File: config.mk
export PLATFORM = sky130hd
export DESIGN_NAME = sw_pe_affine
export DESIGN_NICKNAME = d
export VERILOG_FILES = /design/src/rtl/sw_pkg.sv /design/src/rtl/sw_sat_addmax.sv /design/src/rtl/sw_pe_affine.sv
export SDC_FILE = /design/constraint.sdc
export NUM_CORES = 1
export LEC_CHECK = 0
export ABC_AREA = 0
export CELL_PAD_IN_SITES_DETAIL_PLACEMENT = 1
export CELL_PAD_IN_SITES_GLOBAL_PLACEMENT = 1
export CORE_ASPECT_RATIO = 1.4
export CORE_MARGIN = 4
export CORE_UTILIZATION = 46
export DETAILED_ROUTE_END_ITERATION = 8
export MAX_ROUTING_LAYER = met4
export PLACE_DENSITY_LB_ADDON = 0.1
export SYNTH_ARGS = -nofsm -noshare
export SYNTH_HDL_FRONTEND = slang
export SYNTH_SLANG_ARGS = --single-unit
File: constraint.sdc
create_clock -name clk -period 26.2 [get_ports clk]
set_input_delay 5.24 -clock clk [delete_from_list [all_inputs] [get_ports clk]]
set_output_delay 5.24 -clock clk [all_outputs]
set_load 0.03 [all_outputs]
File: src/rtl/sw_pkg.sv
// Shared constants and traceback encodings for the Smith-Waterman processing element.
package sw_pkg;

  typedef enum logic [1:0] {
    TB_ZERO = 2'b00,
    TB_DIAG = 2'b01,
    TB_UP   = 2'b10,
    TB_LEFT = 2'b11
  } tb_e;

  function automatic int neg_inf(input int w);
    return -(2 ** (w - 1));
  endfunction

  function automatic int pos_max(input int w);
    return (2 ** (w - 1)) - 1;
  endfunction

endpackage

File: src/rtl/sw_sat_addmax.sv
// Two saturating signed adds (a0+b0, a1+b1) and the max of the two results.
module sw_sat_addmax
  import sw_pkg::*;
#(
  parameter int SCORE_W = 12
) (
  input  logic signed [SCORE_W-1:0] a0,
  input  logic signed [SCORE_W:0]   b0,
  input  logic signed [SCORE_W-1:0] a1,
  input  logic signed [SCORE_W:0]   b1,
  output logic signed [SCORE_W-1:0] sum0,
  output logic signed [SCORE_W-1:0] mx
);

  localparam int XW = SCORE_W + 2;
  localparam logic signed [XW-1:0] LO = XW'(neg_inf(SCORE_W));
  localparam logic signed [XW-1:0] HI = XW'(pos_max(SCORE_W));

  logic signed [XW-1:0]      raw0;
  logic signed [XW-1:0]      raw1;
  logic signed [SCORE_W-1:0] sum1;

  // b is one bit wider so a negated unsigned penalty always fits
  function automatic logic signed [SCORE_W-1:0] clip(input logic signed [XW-1:0] x);
    logic signed [XW-1:0] y;
    y = x;
    if (x > HI) y = HI;
    else if (x < LO) y = LO;
    return y[SCORE_W-1:0];
  endfunction

  assign raw0 = XW'(a0) + XW'(b0);
  assign raw1 = XW'(a1) + XW'(b1);
  assign sum0 = clip(raw0);
  assign sum1 = clip(raw1);
  assign mx   = (sum0 >= sum1) ? sum0 : sum1;

endmodule

File: src/rtl/sw_pe_affine.sv
// Affine-gap Smith-Waterman / Needleman-Wunsch processing element; one DP cell per valid cycle.
module sw_pe_affine
  import sw_pkg::*;
#(
  parameter int SCORE_W = 12,
  parameter int SYM_W   = 2,
  parameter int COL_W   = 10
) (
  input  logic                      clk,
  input  logic                      rst,
  input  logic                      cfg_local,
  input  logic signed [SCORE_W-1:0] cfg_match,
  input  logic signed [SCORE_W-1:0] cfg_mismatch,
  input  logic        [SCORE_W-1:0] cfg_gap_open,
  input  logic        [SCORE_W-1:0] cfg_gap_ext,
  input  logic                      ld_s_in,
  input  logic        [SYM_W-1:0]   s_in,
  input  logic                      vld_in,
  input  logic        [SYM_W-1:0]   t_in,
  input  logic signed [SCORE_W-1:0] v_in,
  input  logic signed [SCORE_W-1:0] f_in,
  input  logic signed [SCORE_W-1:0] max_in,
  input  logic        [COL_W-1:0]   maxcol_in,
  output logic                      ld_s_out,
  output logic                      vld_out,
  output logic        [SYM_W-1:0]   t_out,
  output logic signed [SCORE_W-1:0] v_out,
  output logic signed [SCORE_W-1:0] f_out,
  output logic signed [SCORE_W-1:0] max_out,
  output logic        [COL_W-1:0]   maxcol_out,
  output logic        [1:0]         tb_out
);

  localparam logic signed [SCORE_W-1:0] NEG_INF = SCORE_W'(neg_inf(SCORE_W));

  logic        [SYM_W-1:0]   s_reg, s_cur;
  logic        [COL_W-1:0]   col_cnt, col_cur, col_inc;
  logic signed [SCORE_W-1:0] best_reg, best_cur, best_new;
  logic        [COL_W-1:0]   best_col, bcol_cur, bcol_new;
  logic signed [SCORE_W-1:0] v_diag, vdiag_cur;
  logic signed [SCORE_W-1:0] e_reg, e_prev;
  logic signed [SCORE_W-1:0] sub, e_new, f_new, ef_max, d_val, h_raw, h_val;
  logic signed [SCORE_W-1:0] e_sum_unused, f_sum_unused;
  logic signed [SCORE_W:0]   neg_open, neg_ext, sub_w;
  logic                      clamp;
  logic        [1:0]         tb_val;
  logic signed [SCORE_W-1:0] max_sel;
  logic        [COL_W-1:0]   maxcol_sel;

  assign s_cur     = ld_s_in ? s_in : s_reg;
  assign col_cur   = ld_s_in ? '0 : col_cnt;
  assign best_cur  = ld_s_in ? '0 : best_reg;
  assign bcol_cur  = ld_s_in ? '0 : best_col;
  assign e_prev    = ld_s_in ? NEG_INF : e_reg;
  // a fresh pass starts from a zero corner in local mode, -inf in global mode
  assign vdiag_cur = ld_s_in ? (cfg_local ? '0 : NEG_INF) : v_diag;

  assign neg_open = -$signed({1'b0, cfg_gap_open});
  assign neg_ext  = -$signed({1'b0, cfg_gap_ext});
  assign sub      = (s_cur == t_in) ? cfg_match : cfg_mismatch;
  assign sub_w    = (SCORE_W+1)'(sub);

  sw_sat_addmax #(.SCORE_W(SCORE_W)) u_e (
    .a0(e_prev), .b0(neg_ext), .a1(v_out), .b1(neg_open), .sum0(e_sum_unused), .mx(e_new)
  );

  sw_sat_addmax #(.SCORE_W(SCORE_W)) u_f (
    .a0(f_in), .b0(neg_ext), .a1(v_in), .b1(neg_open), .sum0(f_sum_unused), .mx(f_new)
  );

  assign ef_max = (e_new >= f_new) ? e_new : f_new;

  sw_sat_addmax #(.SCORE_W(SCORE_W)) u_d (
    .a0(vdiag_cur), .b0(sub_w), .a1(ef_max), .b1('0), .sum0(d_val), .mx(h_raw)
  );

  assign clamp = cfg_local && h_raw[SCORE_W-1];
  assign h_val = clamp ? '0 : h_raw;

  always_comb begin
    tb_val = TB_LEFT;
    if (clamp) tb_val = TB_ZERO;
    else if (d_val == h_raw) tb_val = TB_DIAG;
    else if (f_new == h_raw) tb_val = TB_UP;
  end

  assign col_inc  = (col_cur == '1) ? col_cur : col_cur + 1'b1;
  assign best_new = (h_val > best_cur) ? h_val : best_cur;
  assign bcol_new = (h_val > best_cur) ? col_cur : bcol_cur;

  assign max_sel    = (best_new > max_in) ? best_new : max_in;
  assign maxcol_sel = (best_new > max_in) ? bcol_new : maxcol_in;

  always_ff @(posedge clk or negedge rst) begin
    if (!rst) begin
      s_reg      <= '0;
      col_cnt    <= '0;
      best_reg   <= '0;
      best_col   <= '0;
      v_diag     <= '0;
      e_reg      <= NEG_INF;
      ld_s_out   <= 1'b0;
      vld_out    <= 1'b0;
      t_out      <= '0;
      v_out      <= '0;
      f_out      <= '0;
      max_out    <= '0;
      maxcol_out <= '0;
      tb_out     <= TB_ZERO;
    end else begin
      s_reg    <= s_cur;
      ld_s_out <= ld_s_in;
      vld_out  <= vld_in;
      t_out    <= t_in;
      if (vld_in) begin
        v_out      <= h_val;
        f_out      <= f_new;
        e_reg      <= e_new;
        v_diag     <= v_in;
        tb_out     <= tb_val;
        col_cnt    <= col_inc;
        best_reg   <= best_new;
        best_col   <= bcol_new;
        max_out    <= max_sel;
        maxcol_out <= maxcol_sel;
      end else begin
        v_out      <= '0;
        f_out      <= NEG_INF;
        e_reg      <= NEG_INF;
        v_diag     <= '0;
        tb_out     <= TB_ZERO;
        col_cnt    <= col_cur;
        best_reg   <= best_cur;
        best_col   <= bcol_cur;
        max_out    <= max_in;
        maxcol_out <= maxcol_in;
      end
    end
  end

endmodule
; ---- After elaboration in Yosys (flattened, before gate mapping)
; Index checks and enable logic that the tools add are counted.
[op_classes]
n_addsub = 8
order_cmp = 18
eq_ne = 4
n_mux = 43
n_reduce_logical = 1
[ops]
columns = operator, n
row1 = 2-to-1 mux 12 bit, 30
row2 = 2-to-1 mux 10 bit, 8
row3 = adder 12 x 13 -> 14 bit, 4
row4 = "> comparator 14 x 12 -> 1 bit, second input constant", 4
row5 = "< comparator 14 x 12 -> 1 bit, second input constant", 4
row6 = greater-or-equal comparator 12 bit, 4
row7 = negation 12 -> 13 bit, 2
row8 = equality test 12 bit, 2
row9 = > comparator 12 bit, 2
row10 = adder 12 x 12 -> 13 bit, 1
row11 = "> comparator 13 x 12 -> 1 bit, second input constant", 1
row12 = "< comparator 13 x 12 -> 1 bit, second input constant", 1
row13 = "> comparator 12 bit, second input constant", 1
row14 = "< comparator 12 bit, second input constant", 1
row15 = "adder 10 x 1 -> 10 bit, second input constant", 1
row16 = "equality test 10 bit, second input constant", 1
row17 = 2-to-1 mux 2 bit, 4
row18 = equality test 2 bit, 1
row19 = logical AND 1 bit, 1
row20 = 2-to-1 mux 1 bit, 1
[word_totals]
reg_bits = 110
in_bits = 103
out_inout_bits = 52
word_cells = 88

; ---- Depth between registers and ports, before layout
[depth]
word_depth = 21
ltp_mapped = 80
ltp_nobuf = 75

; ---- By module
; Synthesis repeated with hierarchy kept, for this count alone.
[unflattened]
hier_cells = 1636
hier_area_um2 = 13279.0
[modules_own_cells]
columns = module, instances, cells_per_inst, area_per_inst_um2, seq_area_each_um2
row1 = sw_pe_affine, 1, 847, 7393.3, 2753.9
row2 = sw_sat_addmax, 3, 263, 1961.9, 0.0

; ---- Least setup slack after synthesis
; Ideal clock, no wire load.
[synth_path]
path_kind = input -> register
from = input cfg_gap_ext[4]
to = register max_out[10]
setup_ns = 0.125
arrival_ns = 19.878
required_time_ns = 26.075
slack_ns = 6.198
path_stages = 76
n_path_buf = 7
path_cell_list = clkbuf_1 > or4b_1 > or2_2 > xor2_1 > ha_1 > nand2b_1 > a211oi_1 > or4_1 > nand2b_1 > a41o_1 > xor2_2 > a21oi_4 > buf_6 > o21ai_0 > ha_1 > a2111oi_0 > o21ai_0 > a211oi_1 > [... 40 more ...] > a21oi_1 > clkbuf_1 > o31a_1 > inv_1 > ha_1 > nor2b_1 > o21a_1 > o21a_1 > o21a_1 > o21a_1 > o21a_1 > o21a_1 > o21a_1 > o21a_1 > o21ai_0 > a31oi_1 > clkbuf_1 > mux2_2
[synth_via]
elab_chain_len = 21
word_cells_on_any_way = 30
classes_between = add/sub: 3 / order compare: 12 / mux: 14 / reduce/logical: 1
[synth_lines]
columns = item, line_no
row1 = start: declaration, sw_pe_affine.sv:15  ; input logic [SCORE_W-1:0] cfg_gap_ext,
row2 = negation 12 -> 13 bit *, sw_pe_affine.sv:59  ; assign neg_ext = -$signed({1'b0, cfg_gap_ext});
row3 = adder 12 x 13 -> 14 bit, sw_sat_addmax.sv:32  ; assign raw0 = XW'(a0) + XW'(b0);
row4 = < comparator 14 x 12 -> 1 bit, sw_sat_addmax.sv:28  ; else if (x < LO) y = LO;
row5 = 2-to-1 mux 12 bit, sw_sat_addmax.sv:28
row6 = 2-to-1 mux 12 bit, sw_sat_addmax.sv:27  ; if (x > HI) y = HI;
row7 = greater-or-equal comparator 12 bit, sw_sat_addmax.sv:36  ; assign mx = (sum0 >= sum1) ? sum0 : sum1;
row8 = 2-to-1 mux 12 bit, sw_sat_addmax.sv:36
row9 = greater-or-equal comparator 12 bit, sw_pe_affine.sv:71  ; assign ef_max = (e_new >= f_new) ? e_new : f_new;
row10 = [... 5 more ...], n/a
row11 = 2-to-1 mux 12 bit *, sw_sat_addmax.sv:36
row12 = logical AND 1 bit, sw_pe_affine.sv:77  ; assign clamp = cfg_local && h_raw[SCORE_W-1];
row13 = 2-to-1 mux 12 bit *, sw_pe_affine.sv:78  ; assign h_val = clamp ? '0 : h_raw;
row14 = > comparator 12 bit, sw_pe_affine.sv:88  ; assign best_new = (h_val > best_cur) ? h_val : best_cur;
row15 = 2-to-1 mux 12 bit *, sw_pe_affine.sv:88
row16 = > comparator 12 bit, sw_pe_affine.sv:91  ; assign max_sel = (best_new > max_in) ? best_new : max_in;
row17 = 2-to-1 mux 12 bit *, sw_pe_affine.sv:91
row18 = 2-to-1 mux 12 bit *, sw_pe_affine.sv:115  ; if (vld_in) begin
row19 = end signal: assignment, sw_pe_affine.sv:124  ; max_out <= max_sel;
row20 = end signal: assignment, sw_pe_affine.sv:135  ; max_out <= max_in;
row21 = end: declaration, sw_pe_affine.sv:29  ; output logic signed [SCORE_W-1:0] max_out,
; Mark *: on every way between the ends. The rest lies on a longest branch, timed or not.

; ---- Worst setup path after layout
[layout_path]
from = input cfg_gap_ext[0]
to = register maxcol_out[5]
[layout_via]
elab_chain_len = 21
word_cells_on_any_way = 31
classes_between = add/sub: 3 / order compare: 12 / mux: 15 / reduce/logical: 1
[layout_lines]
columns = item, line_no
row1 = negation 12 -> 13 bit *, sw_pe_affine.sv:59
row2 = adder 12 x 13 -> 14 bit, sw_sat_addmax.sv:32
row3 = < comparator 14 x 12 -> 1 bit, sw_sat_addmax.sv:28
row4 = 2-to-1 mux 12 bit, sw_sat_addmax.sv:28
row5 = 2-to-1 mux 12 bit, sw_sat_addmax.sv:27
row6 = greater-or-equal comparator 12 bit, sw_sat_addmax.sv:36
row7 = 2-to-1 mux 12 bit, sw_sat_addmax.sv:36
row8 = greater-or-equal comparator 12 bit, sw_pe_affine.sv:71
row9 = [... 5 more ...], n/a
row10 = 2-to-1 mux 12 bit *, sw_sat_addmax.sv:36
row11 = logical AND 1 bit, sw_pe_affine.sv:77
row12 = 2-to-1 mux 12 bit *, sw_pe_affine.sv:78
row13 = > comparator 12 bit, "sw_pe_affine.sv:88, sw_pe_affine.sv:89"
row14 = 2-to-1 mux 12 bit, sw_pe_affine.sv:88
row15 = > comparator 12 bit, sw_pe_affine.sv:92  ; assign maxcol_sel = (best_new > max_in) ? bcol_new : maxcol_in;
row16 = 2-to-1 mux 10 bit *, sw_pe_affine.sv:92
row17 = 2-to-1 mux 10 bit *, sw_pe_affine.sv:115
row18 = end signal: assignment, sw_pe_affine.sv:125  ; maxcol_out <= maxcol_sel;
row19 = end signal: assignment, sw_pe_affine.sv:136  ; maxcol_out <= maxcol_in;
row20 = end: declaration, sw_pe_affine.sv:30  ; output logic [COL_W-1:0] maxcol_out,
; Marks and branches as above.

==> results.md <==
* MaxCap Viol Count at 0
* Initial Util at 0.469
* Hold Path Sink: s_reg[0]
* Clock sinks at 110
* Reg2reg setup slack at 10300 ps
* DRT iter0 DRCs at 574
* Post-Syn Area at 0.0120 mm²
* Post-DRT Antenna Nets at 0
* GPL Wtd Cong at 0.991
* Crit path arrival time at 22390 ps
* Worst skew pair latency at 380 ps
* Hold path depth at 1
* Die width at 144 µm
* CTS Root Cell: clkbuf_16
* Synth Area in Compound Gates at 0.239
* Worst hold-check path type: flop to flop
* Synth Area in XOR/XNOR at 0.0739
* Reg2Reg Depth at 68
* CP max stage delay at 620 ps
* Synth Area in Adders at 0.157
* Status: finished, final reports clean
* DP HPWL at 35.7 mm
* Largest family of logic cells by synthesized area: compound AO/OA/AOI/OAI gates
* Layout cells sized above 1 at 0.0629
* Worst slew margin at 0.223
* FF-to-FF End: maxcol_out[5]
* Cell variety after synth at 86
* H-tree levels at 3
* Cell taking the most area after synthesis: dfrtp_1
* Routed WL at 43.7 mm
* Crit end category: flop
* Setup Fix Bufs, Post-CTS at 0
* RSZ-0062 raised after global routing: false
* Syn Nets at 1704
* First-pass GRT wire length at 67.6 mm
* Seq cells post-synth at 110
* GRT overflow at 0
* Final TNS setup at 0 ps
* Kind of critical path: primary input to flop
* CTS tree: yes
* Commonest non-fill, non-tap cell in the layout: nor2_1
* Ant. Diodes at 0
* Setup Skew at 12.6 ps
* Initial antenna violation count at 0
* CP dominant cell by count: o21a_1
* Clock-pin slew on the worst setup and hold paths at 80 ps
* Vias in the first global route at 12500
* Die area at 0.0287 mm²
* FP Rows at 69
* Post-synth top area share at 0.228
* Final worst path period need at 22130 ps
* Largest net degree at the start of global routing at 75
* Most frequent cells in the layout: nor2_1, clkdlybuf4s50_1, ha_1
* Critical path launch point type: primary input
* Nets at 1835
* Worst EP required at 26460 ps
* Total number of vias at 11700
* Synth area leaders: dfrtp_1, ha_1, nor2_1
* Sequential area share after synthesis at 0.230
* DR DRC count at 0
* Post-synth EDFFs at 0
* Synthesized area per cell at 8.24 µm²
* Achievable Freq at 0.0452 GHz
* Post-DR vias/cell at 6.11
* TritonCTS buffer count at 9
* Core footprint at 0.0256 mm²
* Final hold violations at 0
* Top_reg_cell synth: dfrtp_1
* Synth-to-Final Area Change at 17.8%
* Setup Viol. Count Final at 0
* First-pass iteration count of the detailed router at 5
* Total I/O pin count at 155
* DR WL/cell at 22.9 µm
* FFs w/ async S/R, synth at 1.00
* CP max FO at 32
* Worst-Margin Slew at 1160 ps
* RR Startpoint: e_reg[8]
* Hold_buf cts at 0
* Fin crit share at 0.844
* Mux cell area share after synthesis at 0.0625
* Worst-case clock buffer depth at 2
* Max Slew Vio Count at 0
* Die H at 199 µm
* Syn Inst Count at 1454
* PostCTS Resize Cnt at 0
* Port bufs at 154
* Worst hold start: s_reg[0]
* Yosys Warn Count at 0
* CP max-delay cell: or4_1
* Post-synthesis simple-gate area fraction at 0.193
* Total track usage at 0.312
==> cell type report <==
class | instances | area [µm²]
Inverter | 92 | 345
Clock buffer | 9 | 225
Timing Repair Buffer | 165 | 1620
Tap cell | 319 | 399
Fill cell | 3108 | 11400
Sequential cell | 110 | 2750
Multi-Input combinational cell | 1207 | 8730
Clock inverter | 7 | 55.1
==> logic make-up after synthesis <==
family                     count (synthesis)
AOI/OAI and AO/OA                        422
DFF                                      110
muxes                                     71
adders and majority gates                148
and+or+nand+nor                          469
xor gates and xnor gates                  97
buffers and inverters                    137
==> routing by layer <==
| layer | track usage | up-vias | part of all wire |
|---|---|---|---|
| li1 | - | 5534 | - |
| met1 | 0.324 | 5751 | 0.38 |
| met2 | 0.571 | 254 | 0.53 |
| met3 | 0.0313 | 117 | 0.028 |
| met4 | 0.169 | 0 | 0.062 |
| met5 | - | - | 0 |
==> worst max-delay path: cells and delay by family <==
family / cells / cell delay [ps]
buffers and inverters: 6 / 1150
and+or+nand+nor: 16 / 3820
muxes: 2 / 780
AOI/OAI and AO/OA: 40 / 8690
xor gates and xnor gates: 2 / 740
adders and majority gates: 7 / 1980
==> cell usage after synthesis, drive strengths merged, types with 11 or more instances <==
library cell    n
dfrtp         109
xnor2          64
nand3          20
nand2b         20
a21oi         114
and3           15
mux2i          40
or3            11
nand4          14
o211ai         23
mux2           31
o21a           43
nand2          83
clkbuf         41
a211oi         27
inv            92
and2           23
o21ai          64
nor4           11
nor2          170
a21o           40
nor2b          47
nor3           31
a31oi          14
ha            142
xor2           31
==> through the flow <==
step                      utilization  worst slack (ps)  hold slack [ps]  instances  area [µm²]
after floorplan                     -              6200              483       1454       12000
after global placement          0.542              4530              495       1893       13800
after detailed placement        0.542              4040              503       1893       13800
after CTS                       0.553              4220              522       1909       14100
after global routing            0.553              2750              528       1909       14100
final                           0.553              4070              520       1909       14100
==> how the worst max path moves through the flow <==
stage / from / endpoint / depth (start not counted)
after floorplan: cfg_gap_ext[4] / max_out[10] / 76
after global placement: cfg_gap_ext[0] / maxcol_out[8] / 73
after detailed placement: cfg_gap_ext[0] / maxcol_out[5] / 73
after CTS: cfg_gap_ext[0] / maxcol_out[5] / 73
after global routing: cfg_gap_ext[0] / max_out[3] / 73
final: cfg_gap_ext[0] / maxcol_out[5] / 73
Power is left out: the tool's default activity adds up to more than one toggle a clock period on the data nets, which glitch-free logic cannot reach.
